$ cat config.mk
export PLATFORM = sky130hd
export DESIGN_NAME = pcs_lock_ctrl
export DESIGN_NICKNAME = d
export VERILOG_FILES = /design/src/rtl/pcs_pkg.sv /design/src/rtl/pcs_lock_lane.sv /design/src/rtl/pcs_lock_ctrl.sv
export SDC_FILE = /design/constraint.sdc
export NUM_CORES = 1
export LEC_CHECK = 0
export ABC_CLOCK_PERIOD_IN_PS = 4130
export CAP_MARGIN = 20
export CORE_MARGIN = 3
export CORE_UTILIZATION = 55
export DETAILED_ROUTE_END_ITERATION = 8
export PLACE_DENSITY_LB_ADDON = 0.08
export SLEW_MARGIN = 20
export SYNTH_ARGS = -nofsm -noshare
export SYNTH_HDL_FRONTEND = slang
export SYNTH_SLANG_ARGS = --single-unit
$ cat constraint.sdc
create_clock -name clk -period 4.13 [get_ports clk]
set_clock_uncertainty 0.05 [all_clocks]
set_input_delay 0.413 -clock clk [delete_from_list [all_inputs] [get_ports clk]]
set_output_delay 0.413 -clock clk [all_outputs]
set_load 0.01 [all_outputs]
$ cat src/rtl/pcs_pkg.sv
// Shared PCS receive constants: sync header codes, block-lock state encoding,
// default lock/BER thresholds for 10G and 40G lanes.
package pcs_pkg;

  localparam logic [1:0] SYNC_DATA = 2'b01;
  localparam logic [1:0] SYNC_CTRL = 2'b10;

  typedef enum logic [0:0] {
    TEST      = 1'b0,
    SLIP_WAIT = 1'b1
  } lock_state_e;

  localparam int PCS10_SH_CNT_N     = 64;
  localparam int PCS10_SH_INVLD_MAX = 16;
  localparam int PCS10_HI_BER_WIN_N = 3125;
  localparam int PCS10_HI_BER_TH    = 16;

  localparam int PCS40_SH_CNT_N     = 64;
  localparam int PCS40_SH_INVLD_MAX = 16;
  localparam int PCS40_HI_BER_WIN_N = 20000;
  localparam int PCS40_HI_BER_TH    = 97;

  function automatic logic hdr_good(input logic [1:0] head);
    return (head == SYNC_DATA) || (head == SYNC_CTRL);
  endfunction

endpackage

$ cat src/rtl/pcs_lock_lane.sv
// Single-lane sync-header block-lock FSM with gearbox slip request and an
// optional high-BER monitor (compiled in when PCS_HI_BER_EN is defined).
//
//   state     | meaning
//   ----------+---------------------------------------------------------
//   TEST      | counting headers in a window, deciding lock / slip
//   SLIP_WAIT | ignoring beats while the gearbox settles after a slip
module pcs_lock_lane
  import pcs_pkg::*;
#(
  parameter int SH_CNT_N     = PCS40_SH_CNT_N,
  parameter int SH_INVLD_MAX = PCS40_SH_INVLD_MAX,
  parameter int SLIP_WAIT_N  = 4,
  parameter int HI_BER_WIN_N = PCS40_HI_BER_WIN_N,
  parameter int HI_BER_TH    = PCS40_HI_BER_TH
) (
  input  logic       clk,
  input  logic       nreset,
  input  logic       v_i,
  input  logic [1:0] head_i,
  output logic       slip_o,
  output logic       block_lock_o,
  output logic       hi_ber_o
);

  localparam int WAIT_W = (SLIP_WAIT_N > 1) ? $clog2(SLIP_WAIT_N) : 1;
  localparam logic [0:0] ST_TEST      = TEST;
  localparam logic [0:0] ST_SLIP_WAIT = SLIP_WAIT;

  logic [0:0]        state_q, state_d;
  logic [6:0]        sh_cnt_q, sh_cnt_d;
  logic [4:0]        invld_cnt_q, invld_cnt_d;
  logic [WAIT_W-1:0] wait_cnt_q, wait_cnt_d;
  logic              block_lock_q, block_lock_d;
  logic              slip_q, slip_d;

  logic       good;
  logic [6:0] sh_n;
  logic [4:0] inv_n;

  always_comb begin
    good         = hdr_good(head_i);
    sh_n         = sh_cnt_q + 7'd1;
    inv_n        = invld_cnt_q + {4'd0, ~good};
    state_d      = state_q;
    sh_cnt_d     = sh_cnt_q;
    invld_cnt_d  = invld_cnt_q;
    wait_cnt_d   = wait_cnt_q;
    block_lock_d = block_lock_q;
    slip_d       = 1'b0;
    if (v_i) begin
      case (state_q)
        ST_TEST: begin
          if (!good && (!block_lock_q || inv_n == 5'(SH_INVLD_MAX))) begin
            block_lock_d = 1'b0;
            slip_d       = 1'b1;
            sh_cnt_d     = '0;
            invld_cnt_d  = '0;
            wait_cnt_d   = '0;
            state_d      = ST_SLIP_WAIT;
          end else if (sh_n == 7'(SH_CNT_N)) begin
            // a clean window grants lock; a dirty one only keeps what we had
            if (inv_n == 5'd0) block_lock_d = 1'b1;
            sh_cnt_d    = '0;
            invld_cnt_d = '0;
          end else begin
            sh_cnt_d    = sh_n;
            invld_cnt_d = inv_n;
          end
        end
        default: begin
          if (wait_cnt_q == WAIT_W'(SLIP_WAIT_N - 1)) begin
            state_d     = ST_TEST;
            wait_cnt_d  = '0;
            sh_cnt_d    = '0;
            invld_cnt_d = '0;
          end else begin
            wait_cnt_d = wait_cnt_q + WAIT_W'(1);
          end
        end
      endcase
    end
  end

  always_ff @(posedge clk or negedge nreset) begin
    if (!nreset) begin
      state_q      <= ST_TEST;
      sh_cnt_q     <= '0;
      invld_cnt_q  <= '0;
      wait_cnt_q   <= '0;
      block_lock_q <= 1'b0;
      slip_q       <= 1'b0;
    end else begin
      state_q      <= state_d;
      sh_cnt_q     <= sh_cnt_d;
      invld_cnt_q  <= invld_cnt_d;
      wait_cnt_q   <= wait_cnt_d;
      block_lock_q <= block_lock_d;
      slip_q       <= slip_d;
    end
  end

  assign slip_o       = slip_q;
  assign block_lock_o = block_lock_q;

`ifdef PCS_HI_BER_EN
  localparam int BER_WIN_W = $clog2(HI_BER_WIN_N + 1);
  localparam int BER_CNT_W = $clog2(HI_BER_TH + 1);

  logic [BER_WIN_W-1:0] ber_win_q, ber_win_d, ber_win_n;
  logic [BER_CNT_W-1:0] ber_cnt_q, ber_cnt_d, ber_cnt_n;
  logic                 hi_ber_q, hi_ber_d;

  always_comb begin
    ber_win_n = ber_win_q + BER_WIN_W'(1);
    ber_cnt_n = ber_cnt_q;
    if (!good && ber_cnt_q != BER_CNT_W'(HI_BER_TH)) ber_cnt_n = ber_cnt_q + BER_CNT_W'(1);
    ber_win_d = ber_win_q;
    ber_cnt_d = ber_cnt_q;
    hi_ber_d  = hi_ber_q;
    if (!block_lock_d) begin
      ber_win_d = '0;
      ber_cnt_d = '0;
      hi_ber_d  = 1'b0;
    end else if (v_i && block_lock_q) begin
      if (ber_cnt_n >= BER_CNT_W'(HI_BER_TH)) hi_ber_d = 1'b1;
      if (ber_win_n == BER_WIN_W'(HI_BER_WIN_N)) begin
        hi_ber_d  = (ber_cnt_n >= BER_CNT_W'(HI_BER_TH));
        ber_win_d = '0;
        ber_cnt_d = '0;
      end else begin
        ber_win_d = ber_win_n;
        ber_cnt_d = ber_cnt_n;
      end
    end
  end

  always_ff @(posedge clk or negedge nreset) begin
    if (!nreset) begin
      ber_win_q <= '0;
      ber_cnt_q <= '0;
      hi_ber_q  <= 1'b0;
    end else begin
      ber_win_q <= ber_win_d;
      ber_cnt_q <= ber_cnt_d;
      hi_ber_q  <= hi_ber_d;
    end
  end

  assign hi_ber_o = hi_ber_q;
`else
  // BER monitor compiled out; output tied low
  localparam bit BER_CFG_OK = (HI_BER_TH > 0) && (HI_BER_WIN_N >= HI_BER_TH);
  assign hi_ber_o = BER_CFG_OK & 1'b0;
`endif

endmodule

$ cat src/rtl/pcs_lock_ctrl.sv
// Multi-lane PCS receive block-lock controller with registered aggregate lock.
// Optional high-BER monitoring per lane is enabled by defining PCS_HI_BER_EN.
module pcs_lock_ctrl
  import pcs_pkg::*;
#(
  parameter int LANE_N       = 4,
  parameter int HEAD_W       = 2,
  parameter int SH_CNT_N     = PCS40_SH_CNT_N,
  parameter int SH_INVLD_MAX = PCS40_SH_INVLD_MAX,
  parameter int SLIP_WAIT_N  = 4,
  parameter int HI_BER_WIN_N = PCS40_HI_BER_WIN_N,
  parameter int HI_BER_TH    = PCS40_HI_BER_TH
) (
  input  logic                     clk,
  input  logic                     nreset,
  input  logic [LANE_N-1:0]        serdes_v_i,
  input  logic [LANE_N*HEAD_W-1:0] serdes_head_i,
  output logic [LANE_N-1:0]        gearbox_slip_o,
  output logic [LANE_N-1:0]        block_lock_o,
  output logic                     all_lock_o,
  output logic [LANE_N-1:0]        hi_ber_o
);

  logic all_lock_q, all_lock_d;

  for (genvar x = 0; x < LANE_N; x++) begin : g_lane
    pcs_lock_lane #(
      .SH_CNT_N     (SH_CNT_N),
      .SH_INVLD_MAX (SH_INVLD_MAX),
      .SLIP_WAIT_N  (SLIP_WAIT_N),
      .HI_BER_WIN_N (HI_BER_WIN_N),
      .HI_BER_TH    (HI_BER_TH)
    ) u_lane (
      .clk          (clk),
      .nreset       (nreset),
      .v_i          (serdes_v_i[x]),
      .head_i       (serdes_head_i[x*HEAD_W +: 2]),
      .slip_o       (gearbox_slip_o[x]),
      .block_lock_o (block_lock_o[x]),
      .hi_ber_o     (hi_ber_o[x])
    );
  end

  assign all_lock_d = &block_lock_o;

  always_ff @(posedge clk or negedge nreset) begin
    if (!nreset) all_lock_q <= 1'b0;
    else         all_lock_q <= all_lock_d;
  end

  assign all_lock_o = all_lock_q;

endmodule
; Yosys cells after proc, flatten, opt, wreduce, memory -nomap -nowiden
; Index checks and enable logic that the tools add are counted.
[totals]
output_inout_bits = 13
wordCells = 194
inputBits = 14
register_bits = 69
[classes]
bitwise_logic = 8
eq_ne = 24
muxes = 76
add_sub_neg = 12
n_reduce_logical = 49
[ops]
columns = cell, n
row1 = $mux 7, 16
row2 = $mux 5, 16
row3 = $mux 1, 32
row4 = $add 7x1->7 const B, 4
row5 = $eq 7x7->1 const B, 4
row6 = $mux 2, 12
row7 = $reduce_bool 2->1, 12
row8 = $add 5x1->5, 4
row9 = $eq 5x5->1 const B, 4
row10 = $logic_not 5->1, 4
row11 = $reduce_and 4->1, 5
row12 = $eq 2x2->1 const B, 8
row13 = $reduce_and 2->1, 8
row14 = $add 2x1->2 const B, 4
row15 = $eq 2x1->1 const B, 4
row16 = $logic_not 1->1, 8
row17 = $logic_or 1x1->1, 8
row18 = $ne 2x2->1 const B, 4
row19 = $not 1->1, 8
row20 = $logic_and 1x1->1, 4

; Logic depth before layout (Yosys ltp)
[logic_depth]
ltp_word = 10
depth_mapped = 10
ltp_nobuf = 9

; By module
; Synthesis repeated with hierarchy kept, for this count alone.
[hier_totals]
cells_unflattened = 401
hier_area_um2 = 4040.1
[modules_own_cells]
columns = module, instances, cells_per_inst, area_per_inst_um2, seq_area_each_um2
row1 = pcs_lock_lane (g_lane[0].u_lane ...), 3, 98, 1008.5, 425.4
row2 = pcs_lock_lane (g_lane[3].u_lane), 1, 105, 980.9, 425.4
row3 = pcs_lock_ctrl, 1, 2, 33.8, 25.0

; Worst setup path before layout
; Ideal clock, no wire load.
[synth_path]
kind = input -> register
start = input port serdes_head_i[2]
end = register g_lane[1].u_lane.invld_cnt_q[2]
t_required_ps = 3954
setup_time_ps = 126
path_buffers = 0
t_arrival_ps = 2725
stages = 8
setup_slack_ps = 1229
path_cell_list = xor2_1 inv_1 ha_1 ha_1 or4_4 o41ai_4 nor2_2 a221o_1
[synth_via]
elab_chain_len = 9
elab_cells_between_ends = 12
classes_between = add/sub: 1 / eq/ne: 3 / mux: 3 / bitwise: 1 / reduce/logical: 4
[synth_lines]
columns = element, line_no
row1 = start: declaration, pcs_lock_ctrl.sv:17  ; input logic [LANE_N*HEAD_W-1:0] serdes_head_i,
row2 = $eq 2x1->1 or $eq 2x2->1 (tied branches), pcs_pkg.sv:24  ; return (head == SYNC_DATA) || (head == SYNC_CTRL);
row3 = $logic_or 1x1->1 (*), pcs_pkg.sv:24
row4 = $not 1->1, pcs_lock_lane.sv:44  ; inv_n = invld_cnt_q + {4'd0, ~good};
row5 = $add 5x1->5, pcs_lock_lane.sv:44
row6 = $eq 5x5->1, pcs_lock_lane.sv:54  ; if (!good && (!block_lock_q || inv_n == 5'(SH_INVLD_MAX))) begin
row7 = $logic_or 1x1->1, pcs_lock_lane.sv:54
row8 = $logic_and 1x1->1, pcs_lock_lane.sv:54
row9 = $mux 5 (*), pcs_lock_lane.sv:54
row10 = $mux 5 (*), pcs_lock_lane.sv:52  ; case (state_q)
row11 = end signal: assignment, pcs_lock_lane.sv:96  ; invld_cnt_q <= invld_cnt_d;
row12 = end: declaration, pcs_lock_lane.sv:32  ; logic [4:0] invld_cnt_q, invld_cnt_d;
; Mark *: on every way between the ends. The rest lies on a longest branch, timed or not.
; A chain may end at the register's enable or synchronous reset.

; Worst setup path after layout
[layout_path]
start = input port serdes_head_i[3]
end = register g_lane[1].u_lane.invld_cnt_q[2]
; The elaborated chain is that of the path after synthesis.

==> results_dict.tcl <==
set metrics [dict create \
    dp.cells 521 \
    synthAdderAreaFrac 0.0509 \
    cts_sinks 69 \
    firstDrtPassIters 4 \
    ioPinCount 27 \
    htreeDepth 3 \
    yosys-mux-area-fraction 0.0181 \
    avgRoutedWirePerCell_um 14.0 \
    required_ps 4320 \
    finalSetupTns_ps 0 \
    worstMarginPinSlew_ps 742 \
    detail_route.vias_per_cell 5.80 \
    vias 3117 \
    pre_cts_ws_ps 527 \
    critPathKind "in2reg" \
    worstSetupEndpoint "g_lane[1].u_lane.invld_cnt_q[2]" \
    min_path_type "in2async" \
    drive_gt1_frac 0.0771 \
    status "finished clean" \
    io_buffers 22 \
    yosysSeqAreaShare 0.439 \
    syn_area_sq_um 3940 \
    hold_violations 0 \
    ctsHoldBuffers 0 \
    pwr_density_cell_nw_per_um2 495 \
    reg2reg_from "g_lane[1].u_lane.invld_cnt_q[0]" \
    dieArea_sq_um 8210 \
    cts_setup_buffers 0 \
    fp.dieH_um 90.6 \
    cts_tree "done" \
    syn_avg_cell_area_sq_um 9.48 \
    cts_root_buffer "clkbuf_8" \
    gp_congestion 0.836 \
    track_usage 0.196 \
    drtIter0Drc 130 \
    setup_ws_ps 883 \
    rsz0062_at_grt "no" \
    cts_buffers 9 \
    maxSlewHeadroom 0.503 \
    drv_slew 0 \
    grt_pass1_wl_um 13200 \
    clk_latency_ps 350 \
    met1_usage 0.271 \
    cp_max_fo 9 \
    stdcell_count 537 \
    yosys.area_share.xor_xnor 0.0401 \
    regToRegSetupSlack_ps 1410 \
    dieWidth_um 90.6 \
    synth_top_family_by_area "compound AO/OA/AOI/OAI gates" \
    startpoint_type "input port" \
    synthSimpleGateAreaFrac 0.194 \
    worstRegToRegCells 7 \
    fill_cells 570 \
    setup_violations 0 \
    max_freq_mhz 308 \
    syn_inst 415 \
    grt_pass1_vias 2902 \
    use_met3 0.0325 \
    start_util 0.573 \
    cts.path.max_buffers 2 \
    num_rows 30 \
    synth-main-ff-cell "dfrtp_1" \
    ys_ff_latch 69 \
    synth_compound_area_frac 0.203 \
    grt_max_degree 48 \
    nets 466 \
    wl_um 7490 \
    endpoint_kind "register" \
    cap_violations 0 \
    synth_edf_count 0 \
    ys_types 59 \
    busiest_layer "met2" \
    grt_overflow 0 \
    r2r_end "g_lane[1].u_lane.invld_cnt_q[2]" \
    drc 0 \
    design.core.area_sq_um 6870 \
    crit_start "serdes_head_i[3]" \
    diodes 0 \
    clk_pin_slew_ps 80 \
    synth_warnings 0 \
    area_growth_pct 11.7 \
    min_period_over_period 0.786 \
    synthArstFlopShare 1.00 \
    p_leak_nw 1.90 \
    antenna_found_initial 0 \
    fin_crit_ps 3250 \
    finalPower_mw 2.18 \
    ir_worst_vdd_uv 309 \
    cts_resized 0 \
    crit_arrival_ps 3430 \
    hpwl_um 5260 \
    ant_nets 0 \
    met2_usage 0.299 \
]
[flip-flops by register name, indices dropped and copies added (netlist names)]
register / flops
all_lock_o: 1
g_lane.u_lane.block_lock_o: 4
g_lane.u_lane.invld_cnt_q: 20
g_lane.u_lane.sh_cnt_q: 28
g_lane.u_lane.slip_o: 4
g_lane.u_lane.state_q: 4
g_lane.u_lane.wait_cnt_q: 8
[power breakdown]
part	total (mW)	switching [mW]	internal [mW]
clock	0.543	0.265	0.278
combinational	0.656	0.360	0.296
sequential	0.977	0.149	0.828
[cell families after synthesis]
group                      after synthesis
AOI/OAI and AO/OA                      109
xor gates and xnor gates                18
adders and majority gates               16
buffers and inverters                   45
DFF                                     69
muxes                                    7
other                                    1
and+or+nand+nor                        150
[cells in the final DEF, fill, tap and decap left out, types with 4 or more instances in the layout]
master,count
dfrtp_1,69
or3_1,4
a22o_1,14
and3_1,4
ha_1,16
nor2_1,16
clkbuf_8,9
xnor2_1,8
nand3_1,34
xor2_1,10
nand2_1,49
a31o_2,5
conb_1,4
a32o_1,4
a31oi_1,9
inv_1,24
o211ai_1,6
mux2i_1,6
a21oi_1,6
nor2b_1,11
o2111ai_1,4
clkdlybuf4s50_1,21
buf_4,6
o21ai_0,31
nor3_1,5
nand2b_1,4
[through the flow]
stage / cell area (sq um) / utilization / hold slack [ps]
floorplan: 3950 / - / 67.4
global placement: 4200 / 0.611 / 421
detailed placement: 4200 / 0.611 / 433
CTS: 4390 / 0.639 / 227
global route: 4400 / 0.640 / 65.6
finish: 4400 / 0.640 / 11.6
[layout make-up]
type                            count  area, sq um  share of cell area
Multi-Input combinational cell    304         2010               0.457
Inverter                           25         93.8              0.0213
Clock buffer                       10          128              0.0290
Timing Repair Buffer               27          255              0.0581
Sequential cell                    69         1730               0.393
Clock inverter                      6         63.8              0.0145
Tap cell                           96          120              0.0273
[metal layers]
layer	share of wire	routed length [um]	vias up
met5	0	0	-
met3	0.049	370	14
met2	0.45	3380	83
li1	-	-	1566
met1	0.48	3610	1454
met4	0.019	139	0
[worst min-delay path by stage]
stage | end | slack [ps] | cells after the start
3_3_place_gp | g_lane[3].u_lane.invld_cnt_q[0] | 420 | 2
3_5_place_dp | g_lane[3].u_lane.invld_cnt_q[0] | 430 | 2
5_1_grt | g_lane[1].u_lane.sh_cnt_q[2] | 70 | 1
2_1_floorplan | all_lock_o | 70 | 0
4_1_cts | g_lane[1].u_lane.sh_cnt_q[2] | 230 | 1
6_report | g_lane[1].u_lane.sh_cnt_q[2] | 10 | 1
[critical path, cell delays in order]
cell and delay (ps):
clkdlybuf4s50_1 470, xor2_1 270, inv_1 120, ha_1 220, ha_1 210, nor2b_1 150, or4_4 510, o41ai_4 550
nor2_2 140, a221o_1 360
[cells in the mapped netlist, types with 2 or more instances]
| master | count | share of area |
|---|---|---|
| nor2b_1 | 11 | 0.017 |
| a22o_1 | 14 | 0.031 |
| and4b_1 | 2 | 0.0051 |
| a31oi_1 | 9 | 0.014 |
| nor3_1 | 5 | 0.0064 |
| o211ai_1 | 6 | 0.011 |
| a211o_1 | 2 | 0.0045 |
| a21o_1 | 2 | 0.0038 |
| dfrtp_1 | 69 | 0.44 |
| o41ai_1 | 2 | 0.0045 |
| nor4_1 | 3 | 0.0048 |
| buf_4 | 12 | 0.023 |
| or2_2 | 2 | 0.0032 |
| nand2b_1 | 4 | 0.0064 |
| a32o_1 | 4 | 0.010 |
| a31o_2 | 5 | 0.011 |
| nand4b_1 | 2 | 0.0045 |
| inv_1 | 24 | 0.023 |
| nand4_1 | 3 | 0.0048 |
| nand3_1 | 34 | 0.043 |
| a221o_1 | 3 | 0.0076 |
| or4_1 | 2 | 0.0038 |
| o22ai_1 | 2 | 0.0032 |
| and3_1 | 4 | 0.0064 |
| a21oi_1 | 6 | 0.0076 |
| xor2_1 | 10 | 0.022 |
| nor2_1 | 16 | 0.015 |
| o32a_1 | 2 | 0.0051 |
| nor4b_1 | 3 | 0.0067 |
| o2bb2ai_1 | 2 | 0.0045 |
| or3_1 | 4 | 0.0064 |
| a211oi_1 | 3 | 0.0057 |
| o31ai_1 | 3 | 0.0057 |
| o2111ai_1 | 4 | 0.0089 |
| xnor2_1 | 8 | 0.018 |
| ha_1 | 16 | 0.051 |
| nand2_1 | 49 | 0.047 |
| o21ai_0 | 31 | 0.039 |
| mux2i_1 | 6 | 0.015 |
| clkbuf_1 | 7 | 0.0067 |
(Power assumes the default switching activity.)
